--- src/rtl/demux_burst_scheduler.sv ---
`default_nettype none
// ============================================================================
// Module   : demux_burst_scheduler
// Brief    : Round-robin burst scheduler driving a shared 1-to-4 demux.
//            Each eligible channel receives BURST_LEN words per grant, with
//            a one-cycle break-before-make gap (SETUP) on every select change.
// Revision : 1.0 - initial release
// ============================================================================
module demux_burst_scheduler #(
    parameter int DATA_W    = 8,
    parameter int BURST_LEN = 4
) (
    input  logic              clk,
    input  logic              rst_n,
    input  logic              in_valid,
    output logic              in_ready,
    input  logic [DATA_W-1:0] in_data,
    input  logic [3:0]        chan_mask,
    input  logic [3:0]        out_ready,
    output logic [1:0]        sel,
    output logic              demux_en,
    output logic [3:0]        out_valid,
    output logic [DATA_W-1:0] out_data,
    output logic              burst_done,
    output logic              busy
);

    localparam int               CNT_W  = $clog2(BURST_LEN + 1);
    localparam logic [CNT_W-1:0] C_LAST = CNT_W'(BURST_LEN - 1);

    typedef enum logic [1:0] {
        S_IDLE  = 2'd0,
        S_SETUP = 2'd1,
        S_XFER  = 2'd2
    } state_t;

    state_t           r_state;
    state_t           w_state_nxt;
    logic [1:0]       r_sel;
    logic [1:0]       w_sel_nxt;
    logic [1:0]       r_ptr;
    logic [1:0]       w_ptr_nxt;
    logic [CNT_W-1:0] r_cnt;
    logic [CNT_W-1:0] w_cnt_nxt;
    logic [1:0]       w_grant;
    logic [1:0]       w_cand;
    logic             w_grant_ok;
    logic             w_xfer;

    // Round-robin pick: first eligible channel after the last grant. The scan
    // runs from the farthest candidate down so the nearest one wins.
    always_comb begin
        w_grant    = r_ptr;
        w_cand     = '0;
        w_grant_ok = 1'b0;
        for (int k = 4; k >= 1; k--) begin
            w_cand = r_ptr + 2'(k);
            if (chan_mask[w_cand]) begin
                w_grant    = w_cand;
                w_grant_ok = 1'b1;
            end
        end
    end

    // Next-state and output decode; data path is a pure pass-through in XFER.
    always_comb begin
        w_state_nxt = r_state;
        w_sel_nxt   = r_sel;
        w_ptr_nxt   = r_ptr;
        w_cnt_nxt   = r_cnt;
        demux_en    = 1'b0;
        in_ready    = 1'b0;
        out_valid   = 4'b0000;
        out_data    = '0;
        burst_done  = 1'b0;
        busy        = 1'b0;
        w_xfer      = 1'b0;
        unique case (r_state)
            S_IDLE: begin
                if (in_valid && w_grant_ok) begin
                    w_ptr_nxt   = w_grant;
                    w_sel_nxt   = w_grant;
                    w_cnt_nxt   = '0;
                    w_state_nxt = S_SETUP;
                end
            end
            S_SETUP: begin
                // Select has changed; keep the demux disabled while it settles.
                busy        = 1'b1;
                w_state_nxt = S_XFER;
            end
            S_XFER: begin
                busy             = 1'b1;
                demux_en         = 1'b1;
                in_ready         = out_ready[r_sel];
                out_valid[r_sel] = in_valid;
                out_data         = in_data;
                w_xfer           = in_valid && out_ready[r_sel];
                if (w_xfer) begin
                    if (r_cnt == C_LAST) begin
                        burst_done  = 1'b1;
                        w_cnt_nxt   = '0;
                        w_state_nxt = S_IDLE;
                    end else begin
                        w_cnt_nxt = r_cnt + CNT_W'(1);
                    end
                end else if (!chan_mask[r_sel]) begin
                    // Channel withdrawn mid-burst: drop the rest of the burst.
                    w_cnt_nxt   = '0;
                    w_state_nxt = S_IDLE;
                end
            end
            default: begin
                w_state_nxt = S_IDLE;
            end
        endcase
    end

    // State registers; ptr resets to 3 so the first grant lands on channel 0.
    always_ff @(posedge clk) begin
        if (!rst_n) begin
            r_state <= S_IDLE;
            r_sel   <= 2'd0;
            r_ptr   <= 2'd3;
            r_cnt   <= '0;
        end else begin
            r_state <= w_state_nxt;
            r_sel   <= w_sel_nxt;
            r_ptr   <= w_ptr_nxt;
            r_cnt   <= w_cnt_nxt;
        end
    end

    assign sel = r_sel;

endmodule
`default_nettype wire

--- config.mk ---
export PLATFORM = sky130hd
export DESIGN_NAME = demux_burst_scheduler
export DESIGN_NICKNAME = d
export VERILOG_FILES = /design/src/rtl/demux_burst_scheduler.sv
export SDC_FILE = /design/constraint.sdc
export NUM_CORES = 1
export LEC_CHECK = 0
export BUFFER_PORTS_ARGS = -buffer_cell sky130_fd_sc_hd__buf_2
export CORE_MARGIN = 3
export CORE_UTILIZATION = 48
export CTS_CLUSTER_DIAMETER = 80
export DETAILED_ROUTE_END_ITERATION = 10
export HOLD_SLACK_MARGIN = 0.02
export PLACE_DENSITY = 0.95
export SLEW_MARGIN = 0
export SYNTH_ARGS = -nofsm -noshare
export SYNTH_HDL_FRONTEND = slang
export SYNTH_SLANG_ARGS = --single-unit
--- constraint.sdc ---
create_clock -name clk -period 4.6 [get_ports clk]
set_input_delay 0.69 -clock clk [delete_from_list [all_inputs] [get_ports clk]]
set_output_delay 0.69 -clock clk [all_outputs]
set_load 0.01 [all_outputs]
==> impl_metrics.json <==
{
  "num_rows": 13,
  "vias": 799,
  "drcViolationCount": 0,
  "firstDrtPassIters": 5,
  "portBuffers": 36,
  "postCtsHoldBufs": 0,
  "root_buffer": "clkbuf_4",
  "drive_above_1_share": 0.389,
  "cts_resized": 0,
  "grt_overflow_total": 0,
  "ys_top_cells_by_area": "dfxtp_1 (24%), and2_1 (7.5%), ha_1 (6.7%)",
  "diodes": 0,
  "pwr-share-seq": 0.292,
  "synthToLayoutAreaGrowth_pct": 28.6,
  "wl_per_cell_um": 14.0,
  "status": "completed",
  "synth_edf_count": 0,
  "max_freq_mhz": 417,
  "die_area_um2": 2080,
  "synth_top_area_frac": 0.240,
  "place_area_um2": 940,
  "synth_cell_types": 31,
  "finalNetCount": 150,
  "synth_ff_type": "dfxtp_1",
  "max_cap_violations": 0,
  "routabilityCongestion": 0.760,
  "yosysTopAreaCell": "dfxtp_1",
  "grt_util_all_layers": 0.205,
  "hold_class": "reg -> reg",
  "antenna_left": 0,
  "holdWs_ps": 448,
  "finalPower_uw": 417,
  "post-place-cells": 137,
  "die_h_um": 45.6,
  "numCtsBuffers": 3,
  "cp.arrival_ps": 1710,
  "final_util": 0.700,
  "final_cells": 141,
  "drv_slew": 0,
  "slew_headroom": 0.609,
  "synthesis.area_um2": 752,
  "powerDensity_nw_per_um2": 431,
  "end_kind": "primary output",
  "via_per_inst": 5.67,
  "cts_tree": "done",
  "seq_area_frac_synth": 0.240,
  "fin_area_um2": 967,
  "pwr-share-comb": 0.555,
  "worstMarginPinSlew_ps": 587,
  "postCtsSetupBuffers": 0,
  "clkSinkCount": 9,
  "leakage_nw": 0.462,
  "syn_nets": 112,
  "drtIter0Drc": 26,
  "clkPwrFrac": 0.153,
  "rsz0062_at_grt": "false",
  "period_share": 0.522,
  "ios": 37,
  "netlist_instances": 89,
  "finalWorstSetupSlack_ps": 2200,
  "syn_area_per_cell_um2": 8.45,
  "fin_skew_ps": 5.35,
  "place_hpwl_um": 1570,
  "period_needed_ps": 2400,
  "place_ws_ps": 2260,
  "clkLatencyLatePin_ps": 270,
  "die_x_um": 45.6,
  "hold_viol": 0,
  "h-tree-depth": 1,
  "critPathKind": "reg -> out",
  "grt_max_degree": 17,
  "yosys_warnings": 0,
  "switchingPower_uw": 180,
  "core_area_um2": 1380,
  "async_flop_share": 0,
  "synth-seq-cells": 9,
  "synthTopCellsByCount": "and2_1 (9), dfxtp_1 (9), nand2_1 (9)",
  "cp_max_fo": 16,
  "grt_pass1_vias": 714,
  "cts_max_path_buffers": 2,
  "setup_viol": 0,
  "irDropWorstVdd_mv": 0.372,
  "setup_tns_ps": 0,
  "antenna_found_initial": 0,
  "grt_pass1_wl_um": 3080,
  "switching_share": 0.432,
  "worstPathRequired_ps": 3910,
  "critPathLaunchType": "register",
  "initial_core_util": 0.544,
  "p_int_uw": 237,
  "clkSlewWorstSetupHoldPaths_ps": 70,
  "drt_wl_total_um": 1980
}
[metal layers]
layer | GRT usage | share of wire | vias to the layer above
li1 | - | - | 392
met1 | 0.222 | 0.40 | 371
met2 | 0.370 | 0.50 | 36
met3 | 0.0830 | 0.10 | 0
met4 | 0.0351 | 0 | 0
met5 | 0 | 0 | -
[worst max-delay path, stage by stage, from the launching register on]
cell and delay (ps):
dfxtp_1 320, inv_1 80, ha_1 530, nand2_1 180, nor3_1 160, buf_2 160
[final timing paths]
| kind | from | to | slack [ps] | cells past startpoint |
|---|---|---|---|---|
| max reg2reg | sel[0]$_SDFFE_PN0P_ | r_state[1]$_SDFFE_PN0P_ | 2760 | 4 |
| min | r_cnt[2]$_SDFFE_PN0P_ | r_cnt[2]$_SDFFE_PN0P_ | 450 | 2 |
| max | r_state[0]$_SDFFE_PN0P_ | out_valid[2] | 2200 | 5 |
| min reg2reg | r_cnt[2]$_SDFFE_PN0P_ | r_cnt[2]$_SDFFE_PN0P_ | 450 | 2 |
[layout by cell type, fill, tap and decap left out, types with 2 or more instances in the layout]
master and count:
ha_1 4, nand3b_1 3, mux2i_1 4, nand2_1 9, a211oi_4 2, nand2b_1 4
nor3_1 3, a21oi_1 2, o21ai_0 5, mux4_2 2, a31oi_1 2, clkbuf_4 3
inv_1 3, nand3_1 4, buf_2 36, nor2_1 7, dfxtp_1 9, and2_1 9
[area by class of cell]
type,instances,area [µm²]
multi-input combinational,74,549
fill,116,415
sequential,9,180
timing repair buffer,36,180
clock buffer,3,22.5
tap,15,18.8
inverter,3,11.3
clock inverter,1,5.00
[kinds of logic (layout without fill, tap and decap cells)]
logic type	Yosys count	in the layout	synth area share
flip-flops	9	9	0.240
buffers and inverters	6	43	0.0299
AO/OA/AOI/OAI	17	17	0.198
AND/OR/NAND/NOR	47	47	0.353
multiplexers	6	6	0.113
adder cells (fa/ha/maj)	4	4	0.0666
[sequential cells by signal, summed over array words and instances (netlist names)]
signal   count
r_ptr        2
sel          2
r_state      2
r_cnt        3
[power by group through the flow]
stage | clock (mW) | combinational [mW] | sequential, mW
floorplan | 0 | 0.176 | 0.117
global placement | 0 | 0.220 | 0.122
detailed placement | 0 | 0.230 | 0.123
CTS | 0.0661 | 0.231 | 0.121
global route | 0.0696 | 0.252 | 0.125
finish | 0.0639 | 0.231 | 0.122
Power figures use the tool's default switching activity.
